File: src/rtl/ama_riscv_inst_encoder_if.sv
// Encoder request/stream bundle: field-level encode requests in, packed words out, plus status.
// master drives requests and consumes the stream; slave is the encoder.
interface ama_riscv_inst_encoder_if #(
  parameter int DEPTH = 4
);
  localparam int LW = $clog2(DEPTH) + 1;

  logic          flush;
  logic          in_valid;
  logic          in_ready;
  logic [2:0]    in_fmt;
  logic [6:0]    in_opc7;
  logic [4:0]    in_rd;
  logic [4:0]    in_rs1;
  logic [4:0]    in_rs2;
  logic [2:0]    in_fn3;
  logic [6:0]    in_fn7;
  logic [31:0]   in_imm;
  logic          out_valid;
  logic          out_ready;
  logic [31:0]   out_inst;
  logic [LW-1:0] level;
  logic [15:0]   err_cnt;
  logic [2:0]    err_fmt;

  modport master (
    output flush, in_valid, in_fmt, in_opc7, in_rd, in_rs1, in_rs2, in_fn3, in_fn7, in_imm,
    output out_ready,
    input  in_ready, out_valid, out_inst, level, err_cnt, err_fmt
  );

  modport slave (
    input  flush, in_valid, in_fmt, in_opc7, in_rd, in_rs1, in_rs2, in_fn3, in_fn7, in_imm,
    input  out_ready,
    output in_ready, out_valid, out_inst, level, err_cnt, err_fmt
  );
endinterface

File: src/rtl/ama_riscv_inst_encoder.sv
// RV32 instruction encoder: packs field requests into words, rejects unencodable immediates, queues legal words.
// Latency: word visible one cycle after acceptance; in_ready falls when the FIFO is full or during flush.
module ama_riscv_inst_encoder #(
  parameter int DEPTH = 4
) (
  input logic clk,
  input logic rst,
  ama_riscv_inst_encoder_if.slave bus
);
  localparam int AW = $clog2(DEPTH);
  localparam logic [AW:0] ONE = {{AW{1'b0}}, 1'b1};

  typedef enum logic [2:0] {
    FMT_R = 3'd0,
    FMT_I = 3'd1,
    FMT_S = 3'd2,
    FMT_B = 3'd3,
    FMT_U = 3'd4,
    FMT_J = 3'd5
  } fmt_e;

  logic [31:0] mem_q [DEPTH];
  logic [31:0] mem_d [DEPTH];
  logic [AW:0] wr_ptr_q, wr_ptr_d;
  logic [AW:0] rd_ptr_q, rd_ptr_d;
  logic [AW:0] level_q, level_d;
  logic [15:0] err_cnt_q, err_cnt_d;
  logic [2:0]  err_fmt_q, err_fmt_d;

  logic [31:0] imm;
  logic [31:0] enc_inst;
  logic        enc_legal;
  logic        fits_12, fits_13, fits_21;
  logic        full, empty, accept, push, pop;

  assign imm = bus.in_imm;

  // Sign-extension checks: the discarded high bits must all equal the kept sign bit.
  assign fits_12 = (&imm[31:11]) || !(|imm[31:11]);
  assign fits_13 = (&imm[31:12]) || !(|imm[31:12]);
  assign fits_21 = (&imm[31:20]) || !(|imm[31:20]);

  always_comb begin
    enc_inst  = '0;
    enc_legal = 1'b0;
    case (bus.in_fmt)
      FMT_R: begin
        enc_inst  = {bus.in_fn7, bus.in_rs2, bus.in_rs1, bus.in_fn3, bus.in_rd, bus.in_opc7};
        enc_legal = 1'b1;
      end
      FMT_I: begin
        enc_inst  = {imm[11:0], bus.in_rs1, bus.in_fn3, bus.in_rd, bus.in_opc7};
        enc_legal = fits_12;
      end
      FMT_S: begin
        enc_inst  = {imm[11:5], bus.in_rs2, bus.in_rs1, bus.in_fn3, imm[4:0], bus.in_opc7};
        enc_legal = fits_12;
      end
      FMT_B: begin
        enc_inst  = {imm[12], imm[10:5], bus.in_rs2, bus.in_rs1, bus.in_fn3,
                     imm[4:1], imm[11], bus.in_opc7};
        enc_legal = fits_13 && !imm[0];
      end
      FMT_U: begin
        enc_inst  = {imm[31:12], bus.in_rd, bus.in_opc7};
        enc_legal = (imm[11:0] == 12'h000);
      end
      FMT_J: begin
        enc_inst  = {imm[20], imm[10:1], imm[11], imm[19:12], bus.in_rd, bus.in_opc7};
        enc_legal = fits_21 && !imm[0];
      end
      default: begin
        enc_inst  = '0;
        enc_legal = 1'b0;
      end
    endcase
  end

  assign full  = (wr_ptr_q[AW] != rd_ptr_q[AW]) && (wr_ptr_q[AW-1:0] == rd_ptr_q[AW-1:0]);
  assign empty = (wr_ptr_q == rd_ptr_q);

  // No bypass: a same-cycle pop never makes room for a push when full.
  assign bus.in_ready  = !full && !bus.flush;
  assign accept        = bus.in_valid && bus.in_ready;
  assign push          = accept && enc_legal;
  assign pop           = bus.out_valid && bus.out_ready && !bus.flush;

  assign bus.out_valid = !empty;
  assign bus.out_inst  = mem_q[rd_ptr_q[AW-1:0]];
  assign bus.level     = level_q;
  assign bus.err_cnt   = err_cnt_q;
  assign bus.err_fmt   = err_fmt_q;

  always_comb begin
    mem_d     = mem_q;
    wr_ptr_d  = wr_ptr_q;
    rd_ptr_d  = rd_ptr_q;
    level_d   = level_q;
    err_cnt_d = err_cnt_q;
    err_fmt_d = err_fmt_q;

    if (push) begin
      mem_d[wr_ptr_q[AW-1:0]] = enc_inst;
      wr_ptr_d = wr_ptr_q + ONE;
    end
    if (pop) begin
      rd_ptr_d = rd_ptr_q + ONE;
    end
    case ({push, pop})
      2'b10:   level_d = level_q + ONE;
      2'b01:   level_d = level_q - ONE;
      default: level_d = level_q;
    endcase
    if (bus.flush) begin
      wr_ptr_d = '0;
      rd_ptr_d = '0;
      level_d  = '0;
    end

    if (accept && !enc_legal) begin
      if (err_cnt_q != 16'hFFFF) begin
        err_cnt_d = err_cnt_q + 16'd1;
      end
      err_fmt_d = bus.in_fmt;
    end
  end

  always_ff @(posedge clk or posedge rst) begin
    if (rst) begin
      for (int i = 0; i < DEPTH; i++) begin
        mem_q[i] <= '0;
      end
      wr_ptr_q  <= '0;
      rd_ptr_q  <= '0;
      level_q   <= '0;
      err_cnt_q <= '0;
      err_fmt_q <= '0;
    end else begin
      mem_q     <= mem_d;
      wr_ptr_q  <= wr_ptr_d;
      rd_ptr_q  <= rd_ptr_d;
      level_q   <= level_d;
      err_cnt_q <= err_cnt_d;
      err_fmt_q <= err_fmt_d;
    end
  end
endmodule

File: src/flat_wrapper.sv
// flat-port wrapper written by rule: the top's interface ports become plain ports
module ama_riscv_inst_encoder_flat 
#(
  parameter int DEPTH = 4
)
  (clk, rst, bus_flush, bus_in_valid, bus_in_fmt, bus_in_opc7, bus_in_rd, bus_in_rs1, bus_in_rs2, bus_in_fn3, bus_in_fn7, bus_in_imm, bus_out_ready, bus_in_ready, bus_out_valid, bus_out_inst, bus_level, bus_err_cnt, bus_err_fmt);
  ama_riscv_inst_encoder_if #(.DEPTH(DEPTH)) bus_i ();
  input logic clk;
  input logic rst;
  input wire logic [$bits(bus_i.flush)-1:0] bus_flush;
  input wire logic [$bits(bus_i.in_valid)-1:0] bus_in_valid;
  input wire logic [$bits(bus_i.in_fmt)-1:0] bus_in_fmt;
  input wire logic [$bits(bus_i.in_opc7)-1:0] bus_in_opc7;
  input wire logic [$bits(bus_i.in_rd)-1:0] bus_in_rd;
  input wire logic [$bits(bus_i.in_rs1)-1:0] bus_in_rs1;
  input wire logic [$bits(bus_i.in_rs2)-1:0] bus_in_rs2;
  input wire logic [$bits(bus_i.in_fn3)-1:0] bus_in_fn3;
  input wire logic [$bits(bus_i.in_fn7)-1:0] bus_in_fn7;
  input wire logic [$bits(bus_i.in_imm)-1:0] bus_in_imm;
  input wire logic [$bits(bus_i.out_ready)-1:0] bus_out_ready;
  output wire logic [$bits(bus_i.in_ready)-1:0] bus_in_ready;
  output wire logic [$bits(bus_i.out_valid)-1:0] bus_out_valid;
  output wire logic [$bits(bus_i.out_inst)-1:0] bus_out_inst;
  output wire logic [$bits(bus_i.level)-1:0] bus_level;
  output wire logic [$bits(bus_i.err_cnt)-1:0] bus_err_cnt;
  output wire logic [$bits(bus_i.err_fmt)-1:0] bus_err_fmt;
  assign bus_i.flush = bus_flush;
  assign bus_i.in_valid = bus_in_valid;
  assign bus_i.in_fmt = bus_in_fmt;
  assign bus_i.in_opc7 = bus_in_opc7;
  assign bus_i.in_rd = bus_in_rd;
  assign bus_i.in_rs1 = bus_in_rs1;
  assign bus_i.in_rs2 = bus_in_rs2;
  assign bus_i.in_fn3 = bus_in_fn3;
  assign bus_i.in_fn7 = bus_in_fn7;
  assign bus_i.in_imm = bus_in_imm;
  assign bus_i.out_ready = bus_out_ready;
  assign bus_in_ready = bus_i.in_ready;
  assign bus_out_valid = bus_i.out_valid;
  assign bus_out_inst = bus_i.out_inst;
  assign bus_level = bus_i.level;
  assign bus_err_cnt = bus_i.err_cnt;
  assign bus_err_fmt = bus_i.err_fmt;
  ama_riscv_inst_encoder #(.DEPTH(DEPTH)) u_core (.clk(clk), .rst(rst), .bus(bus_i));
endmodule
File: config.mk
export PLATFORM = sky130hd
export DESIGN_NAME = ama_riscv_inst_encoder_flat
export DESIGN_NICKNAME = d
export VERILOG_FILES = /design/src/rtl/ama_riscv_inst_encoder_if.sv /design/src/rtl/ama_riscv_inst_encoder.sv /design/src/flat_wrapper.sv
export SDC_FILE = /design/constraint.sdc
export NUM_CORES = 1
export LEC_CHECK = 0
export BUFFER_PORTS_ARGS = -buffer_cell sky130_fd_sc_hd__buf_2
export CORE_MARGIN = 2
export CORE_UTILIZATION = 45
export CTS_CLUSTER_SIZE = 40
export DETAILED_ROUTE_END_ITERATION = 6
export GPL_ROUTABILITY_DRIVEN = 0
export PLACE_DENSITY = 0.73
export SYNTH_ARGS = -nofsm -noshare
export SYNTH_HDL_FRONTEND = slang
export SYNTH_SLANG_ARGS = --single-unit
File: constraint.sdc
create_clock -name clk -period 5.5 [get_ports clk]
set_input_delay 0 -clock clk [delete_from_list [all_inputs] [get_ports clk]]
set_output_delay 0 -clock clk [all_outputs]
set_load 0.01 [all_outputs]
# Yosys cells after proc, flatten, opt, wreduce, memory -nomap -nowiden
# Index checks and enable logic that the tools add are counted.
[totals]
register_bits = 156
latchBits = 0
ram_bits = 0
rom_bits = 0
inputBits = 72
out_inout_bits = 56
elab_cells = 78
memories = 0
[classes]
add_sub_neg = 5
multipliers = 0
n_div = 0
magnitude_cmp = 3
eq_ne = 11
shifts = 0
n_mux = 14
n_bitwise = 2
reduce_logical = 34
[ops]
columns = ["operator", "n"]
rows = [
  ["32-bit case mux with 6 select lines", 1],
  ["128-bit bitwise mux", 1],
  ["32-bit 2-to-1 mux", 3],
  ["32-bit binary-select mux with 2-bit select", 1],
  ["32-bit demux with 2-bit select", 1],
  ["21-bit AND reduction", 1],
  ["21-bit OR reduction", 1],
  ["20-bit AND reduction", 1],
  ["20-bit OR reduction", 1],
  ["16-bit by 1-bit adder with 16-bit output (second input constant)", 1],
  ["16-bit inequality test (second input constant)", 1],
  ["3-bit 2-to-1 mux", 5],
  ["12-bit zero test", 1],
  ["12-bit AND reduction", 1],
  ["12-bit OR reduction", 1],
  ["1-bit logical AND", 10],
  ["3-bit by 1-bit adder with 3-bit output (second input constant)", 3],
  ["1-bit zero test", 8],
  ["3-bit by 2-bit equality test with 1-bit output (second input constant)", 2],
  ["3-bit equality test (second input constant)", 2],
  ["3-bit >= comparator (second input constant)", 2],
  ["2-bit inverter with 3-bit output", 2],
  ["3-bit case mux with 2 select lines", 1],
  ["1-bit case mux with 5 select lines", 1],
  ["14 further kinds", 17],
]

# Logic depth before layout (Yosys ltp)
# Gate-level depths: netlist of run 1.
[logic_depth]
word_depth = 9
depth_mapped = 12
ltp_nobuf = 10

# Worst setup path after synthesis of run 1
# Ideal clock, no wire load.
[synth_timing]
path_type = "input to register"
startpoint = "input bus_in_imm[19]"
endpoint = "register u_core.level_q[2] (netlist: u_core.bus.level[2])"
arrival_ps = 2684
slack_ps = 2688
path_stages = 10
path_buffers = 0
cell_sequence = "or4_4 -> nor3_2 -> a22oi_1 -> o31ai_4 -> o21ai_4 -> nor3b_1 -> fa_1 -> and2_1 -> mux2i_1 -> mux2_1"
[synth_via]
elab_chain_cells = 9
elab_cells_between_ends = 16
cone_classes = "2 x eq/ne; 3 x mux; 11 x reduce/logical"
[synth_lines]
columns = ["element", "line_no", "rtl"]
rows = [
  ["from (decl)", "flat_wrapper.sv:19", "input wire logic [$bits(bus_i.in_imm)-1:0] bus_in_imm;"],
  ["20-bit OR reduction", "ama_riscv_inst_encoder.sv:40", "assign fits_13 = (&imm[31:12]) || !(|imm[31:12]);"],
  ["1-bit zero test", "ama_riscv_inst_encoder.sv:40", ""],
  ["1-bit logical OR", "ama_riscv_inst_encoder.sv:40", ""],
  ["1-bit logical AND", "ama_riscv_inst_encoder.sv:62", "enc_legal = fits_13 && !imm[0];"],
  ["1-bit case mux with 5 select lines *", "ama_riscv_inst_encoder.sv:46", "case (bus.in_fmt)"],
  ["1-bit logical AND *", "ama_riscv_inst_encoder.sv:85", "assign push = accept && enc_legal;"],
  ["2-bit by 1-bit equality test with 1-bit output or 2-bit equality test (tied branches)", "ama_riscv_inst_encoder.sv:109", "case ({push, pop})"],
  ["3-bit case mux with 2 select lines", "ama_riscv_inst_encoder.sv:109", ""],
  ["3-bit 2-to-1 mux", "ama_riscv_inst_encoder.sv:114", "if (bus.flush) begin"],
  ["to (signal assigned)", "ama_riscv_inst_encoder.sv:142", "level_q <= level_d;"],
  ["to (decl)", "ama_riscv_inst_encoder.sv:26", "logic [AW:0] level_q, level_d;"],
]
# Mark *: on every way between the ends. The rest lies on a longest branch, timed or not.
# A chain may end at the register's enable or synchronous reset.

# Worst setup path in the final report of run 1
[layout_timing]
startpoint = "input bus_in_fmt[2]"
endpoint = "register u_core.level_q[2] (netlist: u_core.bus.level[2])"
[layout_via]
elab_chain_cells = 7
elab_cells_between_ends = 14
cone_classes = "7 x eq/ne; 3 x mux; 4 x reduce/logical"
[layout_lines]
columns = ["element", "line_no", "rtl"]
rows = [
  ["from (decl)", "flat_wrapper.sv:12", "input wire logic [$bits(bus_i.in_fmt)-1:0] bus_in_fmt;"],
  ["3-bit by 1-bit equality test with 1-bit output or 3-bit by 2-bit equality test with 1-bit output (tied branches)", "ama_riscv_inst_encoder.sv:46", ""],
  ["2-bit OR reduction (no source line)", "n/a", ""],
  ["1-bit case mux with 5 select lines *", "ama_riscv_inst_encoder.sv:46", ""],
  ["1-bit logical AND *", "ama_riscv_inst_encoder.sv:85", ""],
  ["2-bit by 1-bit equality test with 1-bit output or 2-bit equality test (tied branches)", "ama_riscv_inst_encoder.sv:109", ""],
  ["3-bit case mux with 2 select lines", "ama_riscv_inst_encoder.sv:109", ""],
  ["3-bit 2-to-1 mux", "ama_riscv_inst_encoder.sv:114", ""],
]
# Marks and branches as above.

==> qor_table.md, run 1 <==
| Metric | This run | Unit |
|---|---|---|
| Die Wd | 134 | um |
| Post-synthesis cell type count | 48 | - |
| GRT Util Overall | 21.7 | % |
| Cells taking the most area after synthesis | sky130_fd_sc_hd__dfrtp_1 51%, sky130_fd_sc_hd__mux4_2 9.5%, sky130_fd_sc_hd__nand2_1 7.3% | - |
| Boundary Pins | 128 | - |
| Number of slew-limit violations in the final report | 0 | - |
| Critical R2R Capture | u_core.bus.err_cnt[1] | - |
| DRC marker count from the first detailed-route iteration | 299 | - |
| Static leakage | 4.20 | nW |
| Die Area | 0.0180 | mm^2 |
| Post-Syn Area | 0.00762 | mm^2 |
| Maximum net fanout on the critical path | 27 | - |
| Pin count of the biggest net entering global routing | 106 | - |
| Util after Layout | 55.6 | % |
| Share of cells above drive strength 1 | 28.1 | % |
| Hold Crit Start | bus_in_fn3[1] | - |
| Worst clock skew on the final layout | 0.00785 | ns |
| Fin crit share | 62.6 | % |
| TritonCTS Buffers | 17 | - |
| CTS tree | done | - |
| Num Clock Sinks | 156 | - |
| Hold violation total from the final report | 0 | - |
| Drt total wl | 18.4 | mm |
| Initial core utilization | 45.9 | % |
| Worst min-delay path category | in2reg | - |
| Final instance count without filler cells | 1066 | - |
| Biggest area consumer among synthesized cells | sky130_fd_sc_hd__dfrtp_1 | - |
| Vias in the first global route | 5691 | - |
| Wirelength per Cell | 17.3 | um |
| Most frequent cells after synthesis | 156 x sky130_fd_sc_hd__dfrtp_1, 149 x sky130_fd_sc_hd__nand2_1, 81 x sky130_fd_sc_hd__o21ai_0 | - |
| Peak supply drop | 250 | uV |
| Clock latency reported for the late side of the worst-skew pair | 0.42 | ns |
| Clock buffer depth | 2 | - |
| Measured slew at the worst slew-check pin | 1.08 | ns |
| Total placed cells including tap cells | 1014 | - |
| Setup slack, reg-to-reg | 2.60 | ns |
| Cells on worst reg2reg path | 6 | - |
| Layout overhead on the synthesized area | 21.1 | % |
| Count of flip-flops with a built-in enable after synthesis | 0 | - |
| DRC violations left | 0 | - |
| Origin of the worst setup path | bus_in_fmt[2] | - |
| Y dimension of the die | 134 | um |
| DP Wirelength | 12.2 | mm |
| Cells resized by post-CTS repair | 0 | - |
| Synthesized Nets | 787 | - |
| Number of nets in the final layout | 912 | - |
| Antenna fix cells | 0 | - |
| Total via count in the routed design | 5771 | - |
| Max H-tree Level | 4 | - |
| Count of maximum capacitance violations | 0 | - |
| Synthesized instance count | 708 | - |
| Ys flop type | sky130_fd_sc_hd__dfrtp_1 | - |
| GR Overflow Total | 0 | - |
| Library cell used as clock root buffer | sky130_fd_sc_hd__clkbuf_16 | - |
| Post-CTS setup buffer count | 0 | - |
| Core region area | 0.0166 | mm^2 |
| Mapped Avg Cell Area | 10.8 | um^2 |
| Power Density | 333 | mW/mm^2 |
| Startpoint types | input pin | - |
| Leading cell type by number of instances after synthesis | sky130_fd_sc_hd__dfrtp_1 | - |
| Outcome | completed | - |
| # rows | 47 | - |
| Unrepaired setup endpoints after global routing | no | - |
| Final Hold Slack | 0.0194 | ns |
| CP Data Arrival Time | 3.74 | ns |
| Total design power | 3.07 | mW |
| Drt via density | 5.41 | - |
| Number of antenna violations at the first check in global routing | 0 | - |
| Reg clk slew, reported paths | 0.06 | ns |
| Area share of the leading cell type in the synthesized netlist | 51.2 | % |
| Fraction of synthesis flops using an asynchronous set or reset pin | 100 | % |
| Setup Crit Path Kind | in2reg | - |
| Synthesis warning total | 0 | - |
| Sequential share of the synthesized area | 51.2 | % |
| Worst slew slack as a fraction of its limit | 27.9 | % |
| Final setup viols | 0 | - |
| First-pass GRT wire length | 30.1 | mm |
| Antenna-violating nets left | 0 | - |
| Reg2Reg Launch Point | u_core.wr_ptr_q[0] | - |
| # port buffers | 127 | - |
| Detailed-routing iteration count for the pre-antenna-repair pass | 5 | - |
| Cts hold-fix bufs | 20 | - |
| Clock period minus final worst setup slack | 3.44 | ns |
| Achievable clock frequency | 291 | MHz |
| Kind of end point of the critical path | flop | - |
| Critical Path RT | 5.80 | ns |
| Total of flip-flops plus latches after synthesis | 156 | - |
| Critical path endpoint | u_core.bus.level[2] | - |
| Fin Setup TNS | 0 | ns |
worst max-delay path, stage by stage:
cell and delay [ns]:
sky130_fd_sc_hd__buf_2 0.46, sky130_fd_sc_hd__nor2b_1 0.92, sky130_fd_sc_hd__a2bb2o_1 0.28, sky130_fd_sc_hd__a22oi_1 0.10, sky130_fd_sc_hd__o22ai_2 0.62, sky130_fd_sc_hd__o21ai_4 0.17
sky130_fd_sc_hd__nor3b_1 0.20, sky130_fd_sc_hd__fa_1 0.38, sky130_fd_sc_hd__and2_1 0.15, sky130_fd_sc_hd__mux2i_1 0.13, sky130_fd_sc_hd__mux2_1 0.33
kinds of logic after synthesis:
kind of cell	share of synthesized area, %
multiplexers	12.1
XOR/XNOR	2.74
buffers and inverters	3.63
adder cells (fa/ha/maj)	1.25
AND/OR/NAND/NOR	14.1
AO/OA/AOI/OAI	14.9
flip-flops	51.2
per-stage QoR:
stage / instance area, um^2 / worst slack [ns]
detailed placement: 8340 / 1.65
floorplan: 7620 / 1.29
global route: 9220 / 1.81
finish: 9220 / 2.06
CTS: 9220 / 2.09
global placement: 8340 / 1.70
placed cells by master (no fill, tap or decap), types with 4 or more instances in the layout:
cell / count
sky130_fd_sc_hd__xnor2_1: 17
sky130_fd_sc_hd__and3_1: 7
sky130_fd_sc_hd__nor2_1: 21
sky130_fd_sc_hd__nor4_1: 6
sky130_fd_sc_hd__bufinv_16: 6
sky130_fd_sc_hd__mux2_2: 6
sky130_fd_sc_hd__buf_4: 7
sky130_fd_sc_hd__mux4_2: 32
sky130_fd_sc_hd__o211ai_4: 4
sky130_fd_sc_hd__o21ai_1: 33
sky130_fd_sc_hd__a21oi_1: 15
sky130_fd_sc_hd__nor2b_1: 18
sky130_fd_sc_hd__xor2_1: 5
sky130_fd_sc_hd__clkbuf_16: 17
sky130_fd_sc_hd__dlygate4sd3_1: 20
sky130_fd_sc_hd__o21ai_0: 81
sky130_fd_sc_hd__ha_1: 6
sky130_fd_sc_hd__buf_2: 127
sky130_fd_sc_hd__nand4_1: 12
sky130_fd_sc_hd__dfrtp_1: 155
sky130_fd_sc_hd__nand3_1: 8
sky130_fd_sc_hd__mux2i_1: 11
sky130_fd_sc_hd__o21ai_2: 21
sky130_fd_sc_hd__nand2_1: 149
sky130_fd_sc_hd__a221oi_1: 6
sky130_fd_sc_hd__a22oi_1: 13
sky130_fd_sc_hd__inv_1: 5
cell type report:
| type | count | area (um^2) |
|---|---|---|
| Fill cell | 1468 | 7360 |
| Sequential cell | 156 | 3910 |
| Multi-Input combinational cell | 498 | 3450 |
| Timing Repair Buffer | 154 | 888 |
| Clock buffer | 19 | 443 |
| Tap cell | 220 | 275 |
| Clock inverter | 13 | 238 |
| Inverter | 6 | 27.5 |
registers in the layout, indices dropped and copies added (netlist names):
signal / count
u_core.rd_ptr_q: 3
u_core.wr_ptr_q: 3
u_core.mem_q: 128
u_core.bus.err_cnt: 16
u_core.bus.level: 3
u_core.bus.err_fmt: 3
metal layers:
metal | GRT usage [%] | part of all wire (%) | vias up
li1 | - | - | 2757
met1 | 28.6 | 44 | 2842
met2 | 35.7 | 49 | 142
met3 | 4.20 | 3.9 | 30
met4 | 8.25 | 2.2 | 0
met5 | 0 | 0 | -
power by group:
part	switching [mW]	leakage (nW)	internal [mW]
combinational	0.241	1.75	0.199
clock	0.474	0.320	0.868
sequential	0.0597	2.13	1.23
total	0.774	4.20	2.30
how the worst min path moves through the flow:
stage	end	slack, ns	cells past startpoint
after global placement	u_core.bus.err_cnt[2]	0.28	2
after floorplan	bus_in_ready	0.05	1
final	u_core.mem_q[45]	0.02	4
after detailed placement	u_core.bus.err_cnt[3]	0.28	2
after global routing	u_core.mem_q[114]	0.03	4
after CTS	u_core.mem_q[106]	0.002	3
Power figures use the tool's default switching activity.
==> inputs of run 2 (changes only) <==
clock period = 3.4 ns   (was 5.5 ns; I/O delays follow)
==> run 2 against run 1 <==
Utilization grew 0.25 points. Flip-flop and latch count is the same. Cell count grew 1.4%. Combinational power grew 64%. Non-clock buffer count grew 15. Worst setup slack lost 1.7 ns. Global-route usage grew 0.23 points. Clock power grew 40%. Hold slack lost 0.0046 ns. Clock skew is essentially flat. Routed wire length shrank 0.67%. Via count grew 0.24%. Critical path type unchanged. Largest power group is now registers. Highest routed layer unchanged.
==> qor_table.md, run 2 (synthesized netlist as in run 1, its figures left out) <==
| Metric | This run | Unit |
|---|---|---|
| Util after Layout | 55.9 | % |
| Library cell used as clock root buffer | sky130_fd_sc_hd__clkbuf_16 | - |
| Startpoint types | input pin | - |
| Unrepaired setup endpoints after global routing | no | - |
| DP Wirelength | 12.4 | mm |
| Critical R2R Capture | u_core.bus.err_cnt[9] | - |
| Max H-tree Level | 4 | - |
| Cells on worst reg2reg path | 9 | - |
| Initial core utilization | 45.9 | % |
| DRC violations left | 0 | - |
| Number of antenna violations at the first check in global routing | 0 | - |
| Antenna-violating nets left | 0 | - |
| Drt total wl | 18.3 | mm |
| GR Overflow Total | 0 | - |
| Boundary Pins | 128 | - |
| Cells resized by post-CTS repair | 0 | - |
| Maximum net fanout on the critical path | 5 | - |
| Static leakage | 4.23 | nW |
| Total placed cells including tap cells | 1024 | - |
| CTS tree | done | - |
| Outcome | completed | - |
| Worst min-delay path category | in2reg | - |
| Fill cell total of the finished layout | 1488 | - |
| Clock buffer depth | 2 | - |
| Fin Setup TNS | 0 | ns |
| Number of flip-flops in the largest register | 128 | - |
| Die Wd | 134 | um |
| Setup slack, reg-to-reg | 0.63 | ns |
| Internal | 3.41 | mW |
| Leading cell types in the layout, fill and taps excluded | 155 x sky130_fd_sc_hd__dfrtp_1, 149 x sky130_fd_sc_hd__nand2_1, 127 x sky130_fd_sc_hd__buf_2, 81 x sky130_fd_sc_hd__o21ai_0, 33 x sky130_fd_sc_hd__o21ai_1 | - |
| Final setup viols | 0 | - |
| Worst slew slack as a fraction of its limit | 23.5 | % |
| Largest Register | u_core.mem_q | - |
| Switching share of power | 27.1 | % |
| Part of the total power dissipated in combinational logic | 15.5 | % |
| Kind of end point of the critical path | flop | - |
| Final instance count without filler cells | 1081 | - |
| Hold violation total from the final report | 0 | - |
| DRC marker count from the first detailed-route iteration | 361 | - |
| Number of nets in the final layout | 927 | - |
| Number of slew-limit violations in the final report | 0 | - |
| Drt via density | 5.35 | - |
| Layout overhead on the synthesized area | 21.6 | % |
| # rows | 47 | - |
| Achievable clock frequency | 333 | MHz |
| Measured slew at the worst slew-check pin | 1.14 | ns |
| Antenna fix cells | 0 | - |
| GRT Util Overall | 21.9 | % |
| Setup Crit Path Kind | in2reg | - |
| First-pass GRT wire length | 30.5 | mm |
| Worst clock skew on the final layout | 0.00794 | ns |
| Clock network fraction of design power | 39.9 | % |
| Hold Path End | u_core.mem_q[30] | - |
| Most common cell after layout, fill and taps aside | sky130_fd_sc_hd__dfrtp_1 | - |
| TritonCTS Buffers | 17 | - |
| Detailed-routing iteration count for the pre-antenna-repair pass | 5 | - |
| Power Density | 504 | mW/mm^2 |
| Vias in the first global route | 5890 | - |
| Clock latency reported for the late side of the worst-skew pair | 0.43 | ns |
| Reg power frac | 44.6 | % |
| CP Data Arrival Time | 3.31 | ns |
| Clock period minus final worst setup slack | 3.00 | ns |
| Core region area | 0.0166 | mm^2 |
| Fin crit share | 88.3 | % |
| Post-CTS setup buffer count | 0 | - |
| Cts hold-fix bufs | 25 | - |
| Share of cells above drive strength 1 | 28.6 | % |
| Pin count of the biggest net entering global routing | 69 | - |
| Reg2Reg Launch Point | u_core.wr_ptr_q[0] | - |
| Setup slack of the critical path after layout | 0.397 | ns |
| Setup slack at placement | 0.302 | ns |
| Peak supply drop | 361 | uV |
| Critical Path RT | 3.70 | ns |
| Power dissipated by switching net loads | 1.26 | mW |
| Hold Crit Start | bus_in_imm[10] | - |
| Total via count in the routed design | 5785 | - |
| Num Clock Sinks | 156 | - |
| Count of maximum capacitance violations | 0 | - |
| Worst hold path cell count | 3 | - |
| Reg clk slew, reported paths | 0.06 | ns |
| Wirelength per Cell | 16.9 | um |
| Y dimension of the die | 134 | um |
| Die Area | 0.0180 | mm^2 |
| # port buffers | 127 | - |
==> run 2: changes by cell type in the layout (fill, tap and decap cells not counted), sizes merged <==
cell,before,now
inv,8,9
dlygate4sd3,20,25
clkinvlp,3,4
clkbuf,19,20
buf,134,144
clkinv,2,3
bufinv,6,2
==> run 2: worst max path at each step <==
stage	slack, ns	startpoint	to	depth (start not counted)
finish	0.40	bus_in_imm[16]	u_core.bus.level[2]	12
global route	0.22	bus_in_imm[16]	u_core.bus.level[2]	12
CTS	0.44	bus_in_imm[16]	u_core.bus.level[2]	12
detailed placement	0.30	bus_in_fmt[2]	u_core.bus.level[2]	11
global placement	0.36	bus_in_fmt[2]	u_core.bus.level[2]	11
floorplan	0.59	bus_in_imm[19]	u_core.bus.level[2]	10
==> run 2: area by class of cell <==
cell class,instances,area (um^2),area share [%]
Clock buffer,20,437,4.71
Multi-Input combinational cell,498,3450,37.2
Clock inverter,12,136,1.47
Sequential cell,156,3910,42.2
Tap cell,220,275,2.97
Timing Repair Buffer,169,1040,11.2
Inverter,6,26.3,0.284
==> run 2: per-stage QoR <==
stage	hold slack (ns)	instance area (um^2)	power (mW)
detailed placement	0.138	8440	2.82
global placement	0.146	8440	2.81
finish	0.0148	9260	4.67
global route	0.0148	9260	4.89
floorplan	0.0487	7620	2.53
CTS	0.000771	9260	4.71
==> run 2: per-layer routing <==
metal  vias up  global-route usage, %  wire [um]
met2       149                   36.0       8880
met1      2815                   29.0       8160
met5         -                      0          0
met4         0                   8.30        385
li1       2792                      -          -
met3        29                   4.38        848
==> run 2: power by group through the flow <==
stage / combinational (mW) / sequential (mW) / clock, mW
after global placement: 0.696 / 2.11 / 0
after CTS: 0.732 / 2.08 / 1.90
after floorplan: 0.420 / 2.11 / 0
after global routing: 0.800 / 2.10 / 1.98
final: 0.722 / 2.08 / 1.87
after detailed placement: 0.706 / 2.12 / 0
==> run 2: critical path, stage by stage <==
cell and delay [ns]:
sky130_fd_sc_hd__dlygate4sd3_1 0.56, sky130_fd_sc_hd__buf_2 0.15, sky130_fd_sc_hd__or4_1 0.60, sky130_fd_sc_hd__a2bb2o_1 0.27, sky130_fd_sc_hd__a22oi_1 0.08, sky130_fd_sc_hd__o22ai_2 0.33
sky130_fd_sc_hd__o21ai_4 0.13, sky130_fd_sc_hd__nor3b_1 0.18, sky130_fd_sc_hd__fa_1 0.39, sky130_fd_sc_hd__and2_1 0.14, sky130_fd_sc_hd__mux2i_1 0.14, sky130_fd_sc_hd__mux2_1 0.34
==> inputs of run 3 (changes only) <==
CTS_BUF_LIST = sky130_fd_sc_hd__clkbuf_4   (was unset)
==> run 3 against run 2 <==
Cell count increased by 4.1%. Worst setup slack got worse by 0.10 ns. Via count up 4.6%. First-iteration DRC count fell by 3.6%. Highest routed layer unchanged.
==> qor_table.md, run 3 (synthesized netlist as in run 1, its figures left out) <==
| Metric | This run | Unit |
|---|---|---|
| Fin crit share | 91.4 | % |
| Die Area | 0.0180 | mm^2 |
| Post-CTS setup buffer count | 0 | - |
| Maximum net fanout on the critical path | 18 | - |
| Y dimension of the die | 134 | um |
| Startpoint types | input pin | - |
| Post-detailed-placement cell area | 0.00844 | mm^2 |
| Worst clock skew on the final layout | 0.0185 | ns |
| GRT Util Overall | 21.9 | % |
| Share of cells above drive strength 1 | 27.5 | % |
| Count of maximum capacitance violations | 0 | - |
| Number of nets in the final layout | 970 | - |
| Worst slew slack as a fraction of its limit | 24.4 | % |
| Achievable clock frequency | 322 | MHz |
| Cells on worst reg2reg path | 9 | - |
| Die Wd | 134 | um |
| Total via count in the routed design | 6050 | - |
| Initial core utilization | 45.9 | % |
| Wirelength per Cell | 16.6 | um |
| Worst min-delay path category | in2async | - |
| Vias in the first global route | 6032 | - |
| Final Hold Slack | 0.0562 | ns |
| TritonCTS Buffers | 17 | - |
| Kind of end point of the critical path | flop | - |
| Number of antenna violations at the first check in global routing | 1 | - |
| Clock period minus final worst setup slack | 3.11 | ns |
| Clock latency reported for the late side of the worst-skew pair | 0.57 | ns |
| Reg clk slew, reported paths | 0.14 | ns |
| Antenna-violating nets left | 0 | - |
| Drt total wl | 18.7 | mm |
| Boundary Pins | 128 | - |
| Final cell area excluding filler cells | 0.00941 | mm^2 |
| Power Density | 426 | mW/mm^2 |
| Core region area | 0.0166 | mm^2 |
| Cells resized by post-CTS repair | 0 | - |
| Slowest stage cell, crit path | sky130_fd_sc_hd__nor2b_1 | - |
| DRC marker count from the first detailed-route iteration | 348 | - |
| CP cell instances | dlygate4sd3_1 > buf_2 > nor2b_1 > a2bb2o_1 > a22oi_1 > o22ai_2 > o21ai_4 > nor3b_1 > fa_1 > and2_1 > mux2i_1 > mux2_1 | - |
| Leading cell types in the layout, fill and taps excluded | 155 x sky130_fd_sc_hd__dfrtp_1, 149 x sky130_fd_sc_hd__nand2_1, 127 x sky130_fd_sc_hd__buf_2, 81 x sky130_fd_sc_hd__o21ai_0, 68 x sky130_fd_sc_hd__dlygate4sd3_1 | - |
| Fin Setup TNS | 0 | ns |
| CTS tree | done | - |
| Max H-tree Level | 4 | - |
| Pin count of the biggest net entering global routing | 69 | - |
| Most common cell after layout, fill and taps aside | sky130_fd_sc_hd__dfrtp_1 | - |
| Maximum cell stage delay along the critical path | 0.85 | ns |
| GR Overflow Total | 0 | - |
| Final setup viols | 0 | - |
| Detailed-routing iteration count for the pre-antenna-repair pass | 6 | - |
| Number of flip-flops in the largest register | 128 | - |
| CP Data Arrival Time | 3.55 | ns |
| Library cell used as clock root buffer | sky130_fd_sc_hd__clkbuf_4 | - |
| First-pass GRT wire length | 30.8 | mm |
| Number of slew-limit violations in the final report | 0 | - |
| Peak supply drop | 214 | uV |
| Clock buffer depth | 2 | - |
| # port buffers | 127 | - |
| Measured slew at the worst slew-check pin | 1.13 | ns |
| Unrepaired setup endpoints after global routing | no | - |
| Outcome | completed | - |
| DRC violations left | 0 | - |
| DP Wirelength | 12.4 | mm |
| Critical Path RT | 3.85 | ns |
| # rows | 47 | - |
| Drt via density | 5.38 | - |
| Util after Layout | 56.7 | % |
| Static leakage | 4.27 | nW |
| Largest Register | u_core.mem_q | - |
| Hold violation total from the final report | 0 | - |
| Num Clock Sinks | 156 | - |
| Setup Crit Path Kind | in2reg | - |
| Layout overhead on the synthesized area | 23.5 | % |
==> run 3: cell count changes in the layout (fill, tap and decap cells not counted) <==
cell                            previous run  this run
sky130_fd_sc_hd__dlygate4sd3_1            25        68
sky130_fd_sc_hd__diode_2                   0         1
sky130_fd_sc_hd__clkbuf_4                  0        20
sky130_fd_sc_hd__clkbuf_1                  3         0
sky130_fd_sc_hd__clkbuf_16                17         0
==> run 3: area by class of cell <==
cell class                 count  area [um^2]
timing repair buffer         212         1470
clock inverter                12          136
fill                        1470         7170
sequential                   156         3910
clock buffer                  20          150
multi-input combinational    498         3450
antenna                        1         2.50
tap                          220          275
inverter                       6         26.3
==> run 3: stage by stage <==
step | std cells | setup slack, ns | power, mW
6_report | 1125 | 0.293 | 4.01
2_1_floorplan | 708 | 0.588 | 2.53
3_5_place_dp | 1024 | 0.302 | 2.82
4_1_cts | 1124 | 0.387 | 4.04
5_1_grt | 1125 | 0.0520 | 4.21
3_3_place_gp | 1024 | 0.361 | 2.81
==> run 3: worst max-delay path: cells and delay by family <==
kind            cells  cell delay [ns]
mux                 2             0.48
fa+ha+maj           1             0.39
compound gates      4             0.84
simple gates        3             1.17
buf+inv             2             0.65
==> run 3: metal layers <==
layer | track usage [%] | part of all wire (%) | up-vias
met5 | 0 | 0 | -
met1 | 28.8 | 44 | 2928
met4 | 8.01 | 2.6 | 0
met3 | 4.12 | 4.9 | 49
met2 | 36.6 | 49 | 201
li1 | - | - | 2872
==> run 3: report_power, final <==
group / switching [mW] / internal, mW / total, mW
registers: 0.0966 / 1.98 / 2.08
logic: 0.398 / 0.376 / 0.773
clock network: 0.685 / 0.468 / 1.15
==> run 3: timing repair <==
item | 4_1_cts | 5_1_grt
endpoints found under the hold margin | 166 | 0
endpoints found under the setup margin | 0 | 0
hold buffers | 68 | 0
==> run 3: final timing paths <==
kind	start	end	slack, ns
max in group asynchronous	rst	u_core.mem_q[0]	2.44
worst min register to register	u_core.mem_q[3]	u_core.mem_q[3]	0.49
worst max register to register	u_core.wr_ptr_q[0]	u_core.bus.err_cnt[9]	0.65
min in group clk	bus_in_fn7[6]	u_core.mem_q[127]	0.06
worst max-delay path	bus_in_fmt[1]	u_core.bus.level[2]	0.29
worst min-delay path	rst	u_core.mem_q[114]	0.06
